`config.mk`:
```
export PLATFORM = sky130hd
export DESIGN_NAME = sec_timer_flat
export DESIGN_NICKNAME = d
export VERILOG_FILES = /design/src/rtl/sec_timer_if.sv /design/src/rtl/sec_timer.sv /design/src/flat_wrapper.sv
export SDC_FILE = /design/constraint.sdc
export NUM_CORES = 1
export LEC_CHECK = 0
export CAP_MARGIN = 10
export CORE_MARGIN = 3
export CORE_UTILIZATION = 50
export CTS_CLUSTER_DIAMETER = 50
export DETAILED_ROUTE_END_ITERATION = 8
export GPL_ROUTABILITY_DRIVEN = 0
export PLACE_DENSITY = 0.8
export SYNTH_ARGS = -nofsm -noshare
export SYNTH_HDL_FRONTEND = slang
export SYNTH_SLANG_ARGS = --single-unit
```
`constraint.sdc`:
```
create_clock -name clk -period 3.65 [get_ports clk]
set_input_delay 0.365 -clock clk [delete_from_list [all_inputs] [get_ports clk]]
set_output_delay 0.365 -clock clk [all_outputs]
set_load 0.1 [all_outputs]
```
`src/rtl/sec_timer_if.sv`:
```
// sec_timer_if -- button inputs and seconds-counter outputs of sec_timer.
//
// Signals:
//   btn_run   start/stop button level (asynchronous to clk)
//   btn_clr   clear button level (asynchronous to clk)
//   btn_adj   manual +1 button level (asynchronous to clk)
//   cnt_s     current seconds, binary 0..MAX_S
//   carry_m   one-cycle pulse on an automatic MAX_S->0 wrap
//   tick_1hz  one-cycle pulse per elapsed second while running
//   running   high while the timer is in RUN
//
// Modports:
//   master  drives the buttons and observes the counter (panel / bench side)
//   slave   the timer itself
interface sec_timer_if;
  logic       btn_run;
  logic       btn_clr;
  logic       btn_adj;
  logic [5:0] cnt_s;
  logic       carry_m;
  logic       tick_1hz;
  logic       running;

  modport master (
    output btn_run, btn_clr, btn_adj,
    input  cnt_s, carry_m, tick_1hz, running
  );

  modport slave (
    input  btn_run, btn_clr, btn_adj,
    output cnt_s, carry_m, tick_1hz, running
  );
endinterface

```
`src/rtl/sec_timer.sv`:
```
// sec_timer -- seconds time-base and 0..MAX_S counter for the seconds display.
//
// Divides clk down to a once-per-second tick while running, counts seconds,
// and emits a one-cycle carry to the minutes stage on each MAX_S->0 wrap.
// Three debounced-level buttons are synchronised and edge-detected:
// start/stop toggles the state, clear zeroes count and prescaler, and
// adjust adds one second while stopped.
//
// Parameters:
//   CLK_FREQ  clk cycles per second (>= 2)
//   MAX_S     terminal count; cnt_s wraps from MAX_S to 0
//
// Ports:
//   clk   system clock, rising edge
//   rst   asynchronous active-high reset
//   bus   sec_timer_if.slave: buttons in, cnt_s/carry_m/tick_1hz/running out
module sec_timer #(
  parameter int CLK_FREQ = 50_000_000,
  parameter int MAX_S    = 59
) (
  input  logic        clk,
  input  logic        rst,
  sec_timer_if.slave  bus
);

  localparam int             PW       = $clog2(CLK_FREQ);
  localparam logic [PW-1:0]  PRE_TERM = PW'(CLK_FREQ - 1);
  localparam logic [5:0]     CNT_MAX  = 6'(MAX_S);

  typedef enum logic {STOP, RUN} state_t;

  // Button bit order everywhere below: [0]=run, [1]=clr, [2]=adj.
  logic [2:0] btn;
  logic [2:0] s1, s2, s3;
  logic [2:0] armed;
  logic [1:0] fill;
  logic [2:0] ev;
  logic       ev_run, ev_clr, ev_adj;

  state_t        state;
  logic [PW-1:0] presc;
  logic [5:0]    cnt;
  logic [5:0]    cnt_inc;
  logic          carry;
  logic          tick;
  logic          run_flag;

  assign btn = {bus.btn_adj, bus.btn_clr, bus.btn_run};

  // Synchroniser, delay register and re-arm logic for all three buttons.
  // NOTE: every register below is updated with non-blocking assignments so
  // s1->s2->s3 shift by exactly one stage per edge regardless of statement
  // order; blocking assignments here would collapse the chain.
  always_ff @(posedge clk or posedge rst) begin
    if (rst) begin
      s1    <= '0;
      s2    <= '0;
      s3    <= '0;
      fill  <= '0;
      armed <= '0;
    end else begin
      s1   <= btn;
      s2   <= s1;
      s3   <= s2;
      fill <= {fill[0], 1'b1};
      // A button is armed only once s2 has shown a genuine low sample. The
      // zeros left in s1/s2 by reset are not samples, so a button held
      // through reset release stays silent until it is released and pressed.
      armed <= armed | (~s2 & {3{fill[1]}});
    end
  end

  assign ev     = s2 & ~s3 & armed;
  assign ev_run = ev[0];
  assign ev_clr = ev[1];
  assign ev_adj = ev[2];

  assign cnt_inc = (cnt == CNT_MAX) ? 6'd0 : cnt + 6'd1;

  // State machine, prescaler and seconds counter. All decisions use the
  // pre-edge state, so a STOP->RUN toggle on the same edge as adjust still
  // lets the adjust through, and a RUN->STOP toggle on a terminal edge still
  // produces that tick.
  always_ff @(posedge clk or posedge rst) begin
    if (rst) begin
      state    <= STOP;
      presc    <= '0;
      cnt      <= '0;
      carry    <= 1'b0;
      tick     <= 1'b0;
      run_flag <= 1'b0;
    end else begin
      tick  <= 1'b0;
      carry <= 1'b0;

      if (ev_run) begin
        state    <= (state == RUN) ? STOP : RUN;
        run_flag <= (state != RUN);
      end

      if (ev_clr) begin
        // Clear wins over tick and adjust on the same edge.
        cnt   <= '0;
        presc <= '0;
      end else if (state == RUN) begin
        if (presc == PRE_TERM) begin
          tick  <= 1'b1;
          carry <= (cnt == CNT_MAX);
          cnt   <= cnt_inc;
          if (!ev_run) presc <= '0;
        end else if (!ev_run) begin
          presc <= presc + PW'(1);
        end
      end else begin
        // Entering RUN restarts the second from zero so the first tick is
        // exactly CLK_FREQ cycles after the toggle edge.
        if (ev_run) presc <= '0;
        if (ev_adj) cnt   <= cnt_inc;
      end
    end
  end

  assign bus.cnt_s    = cnt;
  assign bus.carry_m  = carry;
  assign bus.tick_1hz = tick;
  assign bus.running  = run_flag;

endmodule

```
`src/flat_wrapper.sv`:
```
// flat-port wrapper written by rule: the top's interface ports become plain ports
module sec_timer_flat 
#(
  parameter int CLK_FREQ = 50_000_000,
  parameter int MAX_S    = 59
)
  (clk, rst, bus_btn_run, bus_btn_clr, bus_btn_adj, bus_cnt_s, bus_carry_m, bus_tick_1hz, bus_running);
  sec_timer_if bus_i ();
  input  logic clk;
  input  logic rst;
  input wire logic [$bits(bus_i.btn_run)-1:0] bus_btn_run;
  input wire logic [$bits(bus_i.btn_clr)-1:0] bus_btn_clr;
  input wire logic [$bits(bus_i.btn_adj)-1:0] bus_btn_adj;
  output wire logic [$bits(bus_i.cnt_s)-1:0] bus_cnt_s;
  output wire logic [$bits(bus_i.carry_m)-1:0] bus_carry_m;
  output wire logic [$bits(bus_i.tick_1hz)-1:0] bus_tick_1hz;
  output wire logic [$bits(bus_i.running)-1:0] bus_running;
  assign bus_i.btn_run = bus_btn_run;
  assign bus_i.btn_clr = bus_btn_clr;
  assign bus_i.btn_adj = bus_btn_adj;
  assign bus_cnt_s = bus_i.cnt_s;
  assign bus_carry_m = bus_i.carry_m;
  assign bus_tick_1hz = bus_i.tick_1hz;
  assign bus_running = bus_i.running;
  sec_timer #(.CLK_FREQ(CLK_FREQ), .MAX_S(MAX_S)) u_core (.clk(clk), .rst(rst), .bus(bus_i));
endmodule
```
# == Word-level counts from Yosys, hierarchy flattened ==
# Index checks and enable logic that the tools add are counted.
# totals
ff_bits,50
latch_bits,0
ram_bits,0
rom_bits,0
output_inout_bits,9
wordCells,46
memories,0
# op_classes
addsub,2
mul,0
div_mod_pow,0
order_cmp,0
n_eq_ne,4
n_shift,0
muxes,18
bitwise_logic,7
n_reduce_logical,4
# ops
operator,count
$mux W26,6
$mux W6,5
$add A26 B1 Y26 const B,1
$eq A26 B26 Y1 const B,1
$and A3 B3 Y3,3
$mux W1,7
$add A6 B1 Y6 const B,1
$eq A6 B6 Y1 const B,1
$ne A3 B2 Y1 const B,2
$not A3 Y3,2
$reduce_bool A3 Y1,2
$reduce_and A2 Y1,2
$or A3 B3 Y3,1
$not A1 Y1,1

# == Depth between registers and ports, before layout ==
# Gate-level depths: netlist of the first run.
# depth
depth_word,7
depth_mapped,7
ltp_nobuf,6

# == Least setup slack after synthesis of the first run ==
# OpenSTA, ideal clock, no wires.
# synth_timing
kind,register to register
from,register u_core.cnt[0] (netlist: u_core.bus.cnt_s[0])
to,register u_core.cnt[5] (netlist: u_core.bus.cnt_s[5])
arrival_ns,2.121
path_slack_ns,1.407
path_stages_with_launch,7
n_path_buf,0
cell_sequence,dfrtp_1 -> ha_1 -> nor2b_1 -> a41oi_1 -> o21ai_0 -> o21ai_0 -> a22o_1
# synth_between
elab_chain_len,5
word_cells_on_any_way,7
# synth_lines
item,line_no,rtl
"start, declared",sec_timer.sv:42,logic [5:0] cnt;
"start signal, assigned",sec_timer.sv:109,cnt <= cnt_inc;
"start signal, assigned",sec_timer.sv:118,if (ev_adj) cnt <= cnt_inc;
$add A6 B1 Y6 / $eq A6 B6 Y1 (equally long branches),sec_timer.sv:78,assign cnt_inc = (cnt == CNT_MAX) ? 6'd0 : cnt + 6'd1;
$mux W6 (*),sec_timer.sv:78,
$mux W6 (on tied branches),"sec_timer.sv:118, sec_timer.sv:106",
$mux W6 (*),sec_timer.sv:105,end else if (state == RUN) begin
$mux W6 (*),sec_timer.sv:101,if (ev_clr) begin
# Every way passes the cells marked *; elsewhere a longest branch is shown, timed or not. The select of a mux whose other input is x is not followed.
# A chain may end at the register's enable or synchronous reset.

==> results by group, run 1 <==
Layout
  • Final Util: 0.588
  • Area growth, synth to finish: 10.5%
  • Filler cell count: 390
  • Share of layout cells above drive strength 1: 0.0685
  • Non-filler cells, final: 300
  • Nets: 254
  • Antenna cells: 0

Timing
  • Slew HR: 0.336
  • Final Setup Violations: 0
  • Post-route clock period utilization: 0.680
  • Slew @ Worst Pin: 0.995 ns
  • RSZ-0062 raised after global routing: no
  • Skew final: 0.00408 ns
  • Final Critical Period: roughly 2.5 ns
  • Max Slew Vio Count: 0
  • Hold slack: approximately 0.35 ns
  • Setup TNS: 0 ns
  • Hold Vio Cnt, Final: 0
  • Fmax: 0.403 GHz

Worst setup path
  • CP max stage cell: clkdlybuf4s50_1
  • R2R depth: 5
  • WP buf/inv: 1
  • Critical R2R Capture: u_core.presc[3]
  • CP Class: reg2out
  • CP delay by family, top: buffers and inverters
  • Worst EP arrival: 2.12 ns
  • Startpoint Class: flip-flop
  • CP max FO: 13
  • Sequence of cells on the critical path: clkdlybuf4s50_1
  • Required time worst endpoint: 3.28 ns
  • R2r setup slk: 1.25 ns
  • Crit path capture type: output pin
  • Slowest Stage Delay on Critical Path: 1.21 ns
  • Worst R2R Start: u_core.presc[16]

Routing
  • Initial DRT Pass Iterations: 5
  • # DRC: 0
  • Final wirelength: around 4.5 mm
  • Via density: 5.95
  • Drt wl/cell: 15.2 µm
  • DR vias: 1,784
  • Post-DRT Antenna Nets: 0
  • Initial DRC Count: 96

Global routing
  • First-pass GRT wire length: 7.84 mm
  • Grt ovf: 0
  • Initial antenna violation count: 0
  • Vias in the first global route: 1,669
  • Largest net degree at the start of global routing: 50
  • GRT Util Overall: 0.183

Yosys
  • YS warnings: 0
  • Synthesized area: roughly 2400 µm²
  • Yosys cell types: 52
  • Yosys top cell by area: dfrtp_1
  • #FFs+latches synth: 49
  • Dominant cells by area after synthesis: dfrtp_1 (52%), xnor2_1 (3.3%), o21ai_0 (3.2%)
  • Synth top area share: 0.515
  • Post-synth EDFFs: 0
  • Synthesized area per cell: around 10 µm²
  • Asr flop ratio synth: 1.00
  • Register area share after synthesis: 0.515
  • Gate Count Post-Synth: 233
  • Ys flop type: dfrtp_1
  • Syn Nets: 240

Clock tree
  • Clock-pin transition on the worst setup and hold timing paths: 0.09 ns
  • Clk sink count: 49
  • CTS tree: yes
  • Num CTS Buffers: 5
  • Post-CTS Setup Bufs: 0
  • H-tree levels: 2
  • Latest clock arrival within the worst-skew pair: between 0.3 and 0.4 ns
  • # resized after CTS: 0
  • Clock buffer depth: 2
  • CTS Hold Bufs: 0
  • CTS root buffer: clkbuf_8

Floorplanning
  • Die ar.: approximately 5600 µm²
  • Core area: 4470 µm²
  • Die Y: roughly 75 µm
  • FP Rows: 24
  • Initial core utilization: 0.532
  • Die Wd: 75.0 µm
  • Boundary pin count: 14

Worst hold path
  • Hold WC Path Type: reg2reg
  • Worst Hold Path Cells: 0
  • Min-Delay Startpoint: u_core.s1[2]
  • WHS Endpoint: u_core.s2[2]

Power
  • LEAKAGE: between 1 and 1.5 nW
  • PD cells: 510 nW/µm²
  • Worst IR Drop VDD: 0.000301 V

Placed design
  • PortBufs: 13
  • Dpl hpwl: 3.21 mm
  • Post-placement cell count: just under 300

Job
  • Max cap viols: 0

Status
  • Status: completed
## layout make-up
| class | instances | area, µm² | share of cell area |
|---|---|---|---|
| Multi-Input combinational cell | 167 | 1070 | 0.408 |
| Tap cell | 52 | 65.1 | 0.0247 |
| Clock buffer | 5 | 68.8 | 0.0262 |
| Sequential cell | 49 | 1230 | 0.466 |
| Timing Repair Buffer | 13 | 130 | 0.0495 |
| Inverter | 11 | 41.3 | 0.0157 |
| Clock inverter | 3 | 25.0 | 0.00951 |
## report_power, final
part	total, W	internal [W]	switching, W
Sequential	0.000638	0.000583	0.0000551
Combinational	0.000370	0.0000982	0.000272
Clock	0.000333	0.000140	0.000193
Total	0.00134	0.000821	0.000519
## sequential cells by signal (all words and copies together), names as in the netlist
| signal | flops |
|---|---|
| u_core.presc | 26 |
| u_core.bus.tick_1hz | 1 |
| u_core.fill | 2 |
| u_core.state | 1 |
| u_core.s1 | 3 |
| u_core.armed | 3 |
| u_core.s2 | 3 |
| u_core.bus.cnt_s | 6 |
| u_core.s3 | 3 |
| u_core.bus.carry_m | 1 |
## cell families (layout without fill, tap and decap cells)
family | Yosys count | in the layout | synth area share
xor+xnor | 15 | 15 | 0.0552
flops | 49 | 49 | 0.515
compound gates | 56 | 56 | 0.156
buf+inv | 17 | 32 | 0.0336
mux | 2 | 2 | 0.00841
other cells | 1 | 1 | 0.00158
simple gates | 91 | 91 | 0.220
fa+ha+maj | 2 | 2 | 0.0105
## worst max-delay path by stage
stage | cells after the start | slack [ns] | to | from
floorplan | 6 | 1.41 | u_core.bus.cnt_s[5] | u_core.bus.cnt_s[0]
global placement | 6 | 1.32 | u_core.presc[7] | u_core.presc[1]
detailed placement | 6 | 1.24 | u_core.presc[3] | u_core.presc[0]
CTS | 1 | 1.17 | bus_running | u_core.state
global route | 5 | 1.00 | u_core.presc[3] | u_core.presc[16]
finish | 1 | 1.17 | bus_running | u_core.state
## synth_stat cells, types with 2 or more instances
master,count
nor2_1,19
xnor2_1,9
dfrtp_1,49
a2111oi_0,3
or3_1,8
mux2i_1,2
o31ai_1,2
a211o_1,2
o2111ai_1,4
nand4_1,4
xor2_1,6
nand3b_1,2
nor3b_1,2
o22ai_1,2
a211oi_1,2
nand3_1,12
ha_1,2
a21o_1,3
o21ai_0,15
nor4_4,2
o211ai_1,3
nor4_1,3
and3_1,4
buf_4,2
nand2_1,16
nor3_1,6
and4_1,2
a21oi_1,12
inv_1,11
clkbuf_1,2
## metal layers
metal | track usage | vias up | share of wire | wire length, µm
met1 | 0.255 | 859 | 0.47 | 2140
met3 | 0.0414 | 11 | 0.041 | 186
met4 | 0.0791 | 0 | 0.023 | 105
met2 | 0.275 | 35 | 0.47 | 2120
li1 | - | 879 | - | -
met5 | 0 | - | 0 | 0
## per-stage QoR
| step | setup slack [ns] | instance area, µm² | total power [W] |
|---|---|---|---|
| final | 1.17 | 2630 | 0.00134 |
| after global routing | 1.00 | 2630 | 0.00141 |
| after global placement | 1.32 | 2540 | 0.00101 |
| after CTS | 1.17 | 2630 | 0.00135 |
| after floorplan | 1.41 | 2380 | 0.000938 |
| after detailed placement | 1.24 | 2540 | 0.00102 |
## cell usage in the layout (no fill, tap or decap), types with 3 or more instances in the layout
master,netlist,routed
xnor2_1,9,9
or3_1,8,8
a21oi_1,12,12
nand4_1,4,4
dfrtp_1,49,49
nor4_1,3,3
clkdlybuf4s50_1,0,13
xor2_1,6,6
o2111ai_1,4,4
inv_1,11,10
a21o_1,3,3
nand3_1,12,12
nor2_1,19,19
nor3_1,6,6
a2111oi_0,3,3
o211ai_1,3,3
nand2_1,16,16
o21ai_0,15,15
and3_1,4,4
clkbuf_8,0,5
No activity file was read; power rests on OpenSTA's default activity.
==> inputs of run 2 (changes only) <==
--- a/config.mk
+++ b/config.mk
@@ -11,7 +11,7 @@
 export CTS_CLUSTER_DIAMETER = 50
 export DETAILED_ROUTE_END_ITERATION = 8
 export GPL_ROUTABILITY_DRIVEN = 0
-export PLACE_DENSITY = 0.8
+export PLACE_DENSITY = 0.82
 export SYNTH_ARGS = -nofsm -noshare
 export SYNTH_HDL_FRONTEND = slang
 export SYNTH_SLANG_ARGS = --single-unit
==> constraint.sdc (replaced) <==
create_clock -name clk -period 2 [get_ports clk]
set_input_delay 0.2 -clock clk [delete_from_list [all_inputs] [get_ports clk]]
set_output_delay 0.2 -clock clk [all_outputs]
set_load 0.1 [all_outputs]
==> run 2 against run 1 <==
Sequential share of layout area decreased by 3.1 points. Count of clock-buffer cells in the layout unchanged. Via count increased by 7.0%. First-iteration DRC count increased by 140%. Routed wire length increased by 9.6%. Critical path type is now reg2reg.
==> results by group, run 2 (synthesis gave the netlist of run 1 again) <==
Routing
  • Via density: 6.00 (+0.90%)
  • Post-DRT Antenna Nets: 0 (unchanged)
  • Initial DRT Pass Iterations: 4 (-1)
  • # DRC: 0 (unchanged)
  • Final wirelength: 4.99 mm (+9.6%)
  • Initial DRC Count: 229 (+140%)
  • Drt wl/cell: 15.7 µm (+3.4%)
  • DR vias: 1,908 (+7.0%)

Power
  • Sw frac: 0.391 (+0.00391)
  • Internal Power: 0.00154 W (+87%)
  • Combinational share of power: 0.298 (+0.022)
  • Power consumption: 0.00252 W (+88%)
  • Flop pwr share: 0.461 (-0.015)
  • Clock power share: 0.241 (-0.007)
  • Switching pwr: 0.000987 W (+90%)
  • PD cells: 893 nW/µm² (+75%)
  • LEAKAGE: 1.19 nW (+10%)
  • Worst IR Drop VDD: 0.000597 V (+98%)

Global routing
  • Met3 Use GR: 0.0401 (-0.00134)
  • GR Util met2: 0.297 (+0.0222)
  • First-pass GRT wire length: 8.38 mm (+6.9%)
  • GRT Util Overall: 0.197 (+0.0138)
  • Grt ovf: 0 (unchanged)
  • Initial antenna violation count: 0 (unchanged)
  • Grt peak-use layer: met2
  • Largest net degree at the start of global routing: 23 (-54%)
  • M1 GR Usage: 0.279 (+0.0241)
  • Vias in the first global route: 1,832 (+9.8%)

Floorplanning
  • Die Wd: 75.0 µm (unchanged)
  • Core area: 4470 µm² (unchanged)
  • Die ar.: 5620 µm² (unchanged)
  • Initial core utilization: 0.532 (unchanged)
  • Die Y: 75.0 µm (unchanged)
  • Boundary pin count: 14 (unchanged)
  • FP Rows: 24 (unchanged)

Layout
  • Reg with most FFs: u_core.presc
  • Commonest non-fill, non-tap cell in the layout: dfrtp_1
  • Antenna cells: 0 (unchanged)
  • Share of layout cells above drive strength 1: 0.214 (+0.146)
  • Area of the multi-input gates: 1130 µm² (+5.0%)
  • Area growth, synth to finish: 18.8%
  • Max FFs per register: 26 (unchanged)
  • Nets: 272 (+7.1%)
  • Filler cell count: 340 (-13%)
  • Non-filler cells, final: 318 (+6.0%)
  • Highest-count cells in the layout ignoring fill and taps: dfrtp_1 (45), buf_4 (25), nor2_1 (19)
  • Reg area: 1230 µm² (+0.41%)

Worst setup path
  • CP delay by family, top: simple AND/OR/NAND/NOR gates
  • Sequence of cells on the critical path: or4b_4, nor4_4, and4_4, or2_4, mux2i_1
  • WP buf/inv: 0 (-1)
  • Required time worst endpoint: 2.24 ns (-1.04 ns)
  • CP max stage cell: or4b_4
  • Startpoint Class: flip-flop
  • Worst EP arrival: 2.19 ns (+0.07 ns)
  • CP Class: reg2reg
  • Crit path capture type: flip-flop
  • Slowest Stage Delay on Critical Path: 0.56 ns (-0.65 ns)
  • CP max FO: 6 (-7)

Placed design
  • Place WS: 0.0312 ns (-1.21 ns)
  • Dpl hpwl: 3.62 mm (+13%)
  • PortBufs: 13 (unchanged)
  • Post-placement cell count: 309 (+5.8%)

Clock tree
  • CTS tree: yes
  • Clock-pin transition on the worst setup and hold timing paths: 0.10 ns (about the same)
  • CTS Hold Bufs: 0 (unchanged)
  • Latest clock arrival within the worst-skew pair: 0.31 ns (about the same)
  • CTS root buffer: clkbuf_8
  • H-tree levels: 2 (unchanged)
  • Clock buffer depth: 2 (unchanged)
  • Num CTS Buffers: 5 (unchanged)
  • Clk sink count: 49 (unchanged)

Timing
  • RSZ-0062 raised after global routing: yes
  • Final Setup Violations: 0 (unchanged)
  • Post-route clock period utilization: 0.978
  • Slew @ Worst Pin: 0.682 ns (-0.314 ns)
  • Worst Slack Setup Final: 0.0431 ns (-1.12 ns)
  • Final Critical Period: 1.96 ns
  • Hold slack: 0.195 ns (-0.159 ns)
  • Fmax: around 0.51 GHz
  • Slew HR: 0.542 (+0.206)
  • Max Slew Vio Count: 0 (unchanged)
  • Skew final: 0.0109 ns (+0.00684 ns)
  • Hold Vio Cnt, Final: 0 (unchanged)

Job
  • Max cap viols: 0 (unchanged)

Status
  • Status: completed

Worst hold path
  • Hold WC Path Type: in2async
-- run 2: changes by cell type in the layout (fill, tap and decap cells not counted), moves of 2 or more --
| cell | delta |
|---|---|
| dfrtp_2 | +4 |
| buf_12 | +2 |
| buf_4 | +25 |
| dfrtp_1 | -4 |
| clkdlybuf4s50_1 | -9 |
| a2111oi_0 | -2 |
-- run 2: per-layer routing --
| layer | wire, µm | vias to the layer above |
|---|---|---|
| met5 | 0 | - |
| met4 | 85 | 0 |
| met3 | 262 | 9 |
| met2 | 2420 | 51 |
| met1 | 2220 | 932 |
| li1 | - | 916 |
-- run 2: timing repair --
item / CTS / global route
endpoints found under the setup margin: 0 / 31
setup buffers: 0 / 1
gates resized for setup: 0 / 15
-- run 2: path summary, 6_finish.rpt --
| path | startpoint | endpoint | slack [ns] | cells past startpoint |
|---|---|---|---|---|
| max | u_core.presc[18] | u_core.bus.cnt_s[1] | 0.04 | 5 |
| min | rst | u_core.s2[0] | 0.19 | 2 |
| max reg2reg | u_core.presc[18] | u_core.bus.cnt_s[1] | 0.04 | 5 |
| min reg2reg | u_core.s1[0] | u_core.s2[0] | 0.36 | 0 |
| max in group asynchronous | rst | u_core.presc[10] | 1.29 | 3 |
| min in group clk | bus_btn_adj | u_core.s1[2] | 0.32 | 1 |
-- run 2: metrics by stage --
stage | utilization | setup TNS (ns) | area [µm²]
2_1_floorplan | - | 0 | 2380
3_3_place_gp | 0.597 | 0 | 2670
3_5_place_dp | 0.597 | 0 | 2670
4_1_cts | 0.618 | 0 | 2760
5_1_grt | 0.632 | -0.464 | 2830
6_report | 0.632 | 0 | 2830
-- run 2: area by class of cell --
cell class	count	share of cell area
well taps	52	0.0230
inverters	11	0.0146
repair buffers	31	0.0947
clock inverters	3	0.00885
flip-flops and latches	49	0.436
multi-input cells	167	0.399
clock buffers	5	0.0243
-- run 2: power groups by stage --
stage / sequential (W) / combinational, W / clock, W
detailed placement: 0.00118 / 0.000740 / 0
global route: 0.00117 / 0.000802 / 0.000650
finish: 0.00116 / 0.000751 / 0.000608
CTS: 0.00116 / 0.000744 / 0.000613
floorplan: 0.00147 / 0.000248 / 0
global placement: 0.00117 / 0.000725 / 0
==> inputs of run 3 (changes only) <==
--- a/config.mk
+++ b/config.mk
@@ -5,6 +5,7 @@
 export SDC_FILE = /design/constraint.sdc
 export NUM_CORES = 1
 export LEC_CHECK = 0
+export ABC_AREA = 1
 export CAP_MARGIN = 10
 export CORE_MARGIN = 3
 export CORE_UTILIZATION = 50
==> run 3 against run 2 <==
Clock skew down 0.0018 ns. Critical endpoint is now u_core.presc[23]. Non-clock buffer count down 15. Critical path type unchanged. Synthesized cell count up 41%. Die area up 7.9%. Core utilization down 3.8 points. Critical path depth up 1. Count of clock-buffer cells in the layout unchanged. Hold slack better by 0.027 ns. Largest cell class unchanged. Worst setup slack better by 0.27 ns. Flip-flop and latch count unchanged.
==> results by group, run 3 <==
Worst setup path
  • WP buf/inv: 0 (unchanged)
  • Most frequent CP cell: nor2_1
  • R2R depth: 6 (+1)
  • R2r setup slk: 0.31 ns (+0.27 ns)
  • Worst EP arrival: 1.87 ns (-0.32 ns)
  • Crit path capture type: flip-flop
  • CP max FO: 15 (+9)
  • CP Class: reg2reg
  • CP max stage cell: dfrtp_1
  • Required time worst endpoint: 2.18 ns (-0.06 ns)
  • Slowest Stage Delay on Critical Path: 0.46 ns (-0.10 ns)
  • CP delay by family, top: simple AND/OR/NAND/NOR gates
  • Sequence of cells on the critical path: nor3_1, nand2_1, nor2_1, nand2_2, a21oi_4, nor2_1
  • Critical R2R Capture: u_core.presc[23]
  • Startpoint Class: flip-flop
  • Worst R2R Start: u_core.presc[9]

Global routing
  • First-pass GRT wire length: 8.93 mm (+6.6%)
  • Grt ovf: 0 (unchanged)
  • GRT Util Overall: 0.183 (-0.0140)
  • Largest net degree at the start of global routing: 50 (+120%)
  • Vias in the first global route: 2,085 (+14%)
  • Initial antenna violation count: 0 (unchanged)

Timing
  • Fmax: 0.592 GHz (+16%)
  • Worst Slack Setup Final: 0.310 ns (+0.267 ns)
  • Final Critical Period: 1.69 ns (-0.267 ns)
  • Post-route clock period utilization: 0.845 (-0.133)
  • Skew final: 0.00916 ns (-0.00176 ns)
  • Max Slew Vio Count: 0 (unchanged)
  • RSZ-0062 raised after global routing: no
  • Final Setup Violations: 0 (unchanged)
  • Hold Vio Cnt, Final: 0 (unchanged)
  • Setup TNS: 0 ns (unchanged)

Clock tree
  • # resized after CTS: 0 (unchanged)
  • Clock buffer depth: 2 (unchanged)
  • Clk sink count: 49 (unchanged)
  • Num CTS Buffers: 5 (unchanged)
  • CTS root buffer: clkbuf_8
  • CTS tree: yes
  • Clock-pin transition on the worst setup and hold timing paths: 0.10 ns (about the same)
  • H-tree levels: 2 (unchanged)
  • Latest clock arrival within the worst-skew pair: 0.31 ns (about the same)
  • CTS Hold Bufs: 0 (unchanged)
  • Post-CTS Setup Bufs: 0 (unchanged)

Floorplanning
  • Boundary pin count: 14 (unchanged)
  • Die Wd: 77.9 µm (+3.9%)
  • FP Rows: 25 (+4.2%)
  • Initial core utilization: 0.533 (+0.00128)
  • Core area: 4850 µm² (+8.4%)
  • Die Y: 77.9 µm (+3.9%)
  • Die ar.: 6070 µm² (+7.9%)

Yosys
  • Synthesized area: 2580 µm² (+8.6%)
  • Synth top area share: 0.474 (-0.0409)
  • Post-synth EDFFs: 0 (unchanged)
  • Register area share after synthesis: 0.474 (-0.0409)
  • XOR/XNOR Fraction of Synth Area: 0.0271 (-0.0281)
  • Main combinational cell family by area after synthesis: simple AND/OR/NAND/NOR gates
  • Gate Count Post-Synth: 328 (+41%)
  • #FFs+latches synth: 49 (unchanged)
  • YS warnings: 0 (unchanged)
  • Simple-gate share of the synthesized area: 0.348 (+0.129)
  • Yosys cell types: 27 (-48%)
  • Cell with the most instances after synthesis: nand2_1
  • Synthesized area per cell: 7.88 µm² (-23%)
  • Post-synthesis mux area share: 0 (-0.00841)
  • Synth cell count leaders: nand2_1 (80), nor2_1 (52), dfrtp_1 (49), inv_1 (45), nand3_1 (24)
  • Dominant cells by area after synthesis: dfrtp_1 (47%), nand2_1 (12%), nor2_1 (7.6%)
  • Ys flop type: dfrtp_1
  • Yosys top cell by area: dfrtp_1
  • Syn Nets: 335 (+40%)
  • Synth Area in Compound Gates: 0.0600 (-0.0956)
  • Post-synthesis adder-cell area fraction: 0.00968 (-0.000835)
  • Asr flop ratio synth: 1.00 (unchanged)

Layout
  • Share of layout cells above drive strength 1: 0.152 (-0.0620)
  • Area growth, synth to finish: 11.3%
  • Max FFs per register: 26 (unchanged)
  • Highest-count cells in the layout ignoring fill and taps: nand2_1 (80), nor2_1 (52), dfrtp_1 (46)
  • Nets: 354 (+30%)
  • Commonest non-fill, non-tap cell in the layout: nand2_1
  • Antenna cells: 0 (unchanged)
  • Reg with most FFs: u_core.presc

Power
  • LEAKAGE: 1.39 nW (+16%)
  • PD cells: 859 nW/µm² (-3.8%)
  • Worst IR Drop VDD: 0.000542 V (-9.2%)

Status
  • Status: completed

Routing
  • DR WL met3: 298 µm (+14%)
  • Routed wl met2: 2.34 mm (-3.3%)
  • M1 wire length: 2.30 mm (+3.5%)
  • Final wirelength: 5.05 mm (+1.3%)
  • Drt wl/cell: 12.2 µm (-22%)
  • # DRC: 0 (unchanged)
  • Highest routed metal layer: met4
  • Initial DRC Count: 135 (-41%)
  • Post-DRT Antenna Nets: 0 (unchanged)
  • DR vias: 2,161 (+13%)
  • Via density: 5.21 (-13%)
  • Initial DRT Pass Iterations: 4 (unchanged)

Placed design
  • PortBufs: 13 (unchanged)
  • Dpl hpwl: 3.66 mm (+1.2%)
  • Place WS: 0.348 ns (+0.317 ns)

Job
  • Max cap viols: 0 (unchanged)

Worst hold path
  • Hold WC Path Type: in2async
==> run 3: cell count changes in the layout (fill, tap and decap cells not counted), sizes merged, moves of 8 or more <==
cell   before  now
nand2      16   89
nand3      12   26
nor2       19   60
buf        27   12
a21oi      12    3
nand4       4   14
or3         8    0
xnor2       9    1
inv        12   47
==> run 3: routing by layer <==
metal	vias to the layer above	GRT usage
li1	1065	-
met3	15	0.0336
met5	-	0
met4	0	0.101
met2	62	0.294
met1	1019	0.232
==> run 3: kinds of logic after synthesis <==
logic type	after synthesis
xor gates and xnor gates	8
buffers and inverters	49
and+or+nand+nor	198
AOI/OAI and AO/OA	21
other	1
adders and majority gates	2
DFF	49
==> run 3: worst max-delay path by stage <==
stage / start / endpoint / cells after the start
final: u_core.presc[9] / u_core.presc[23] / 6
after global routing: u_core.presc[0] / u_core.presc[11] / 10
after CTS: u_core.presc[9] / u_core.presc[23] / 6
after detailed placement: u_core.presc[0] / u_core.presc[5] / 8
after global placement: u_core.presc[21] / u_core.presc[18] / 7
after floorplan: u_core.bus.cnt_s[2] / u_core.bus.cnt_s[0] / 6
==> run 3: power breakdown <==
group	internal, W	switching [W]
clock network	0.000262	0.000365
registers	0.00106	0.0000676
logic	0.000174	0.000547
==> run 3: cell type report <==
type,count,area (µm²)
repair buffers,16,143
inverters,45,169
fillers,409,1970
multi-input cells,230,1150
clock inverters,3,28.8
clock buffers,5,68.8
flip-flops and latches,49,1230
well taps,67,83.8
==> run 3: worst register-to-register path, stage by stage, from the launching register on <==
cell and delay [ns]:
dfrtp_1 0.46, nor3_1 0.26, nand2_1 0.09, nor2_1 0.15
nand2_2 0.10, a21oi_4 0.40, nor2_1 0.11
==> run 3: stage by stage <==
| stage | util | instances | cell area [µm²] | power [W] | hold slack, ns |
|---|---|---|---|---|---|
| after floorplan | - | 328 | 2590 | 0.00172 | 0.231 |
| after global placement | 0.573 | 407 | 2780 | 0.00185 | 0.332 |
| after detailed placement | 0.573 | 407 | 2780 | 0.00187 | 0.336 |
| after CTS | 0.594 | 415 | 2880 | 0.00249 | 0.249 |
| after global routing | 0.594 | 415 | 2880 | 0.00259 | 0.260 |
| final | 0.594 | 415 | 2880 | 0.00247 | 0.222 |
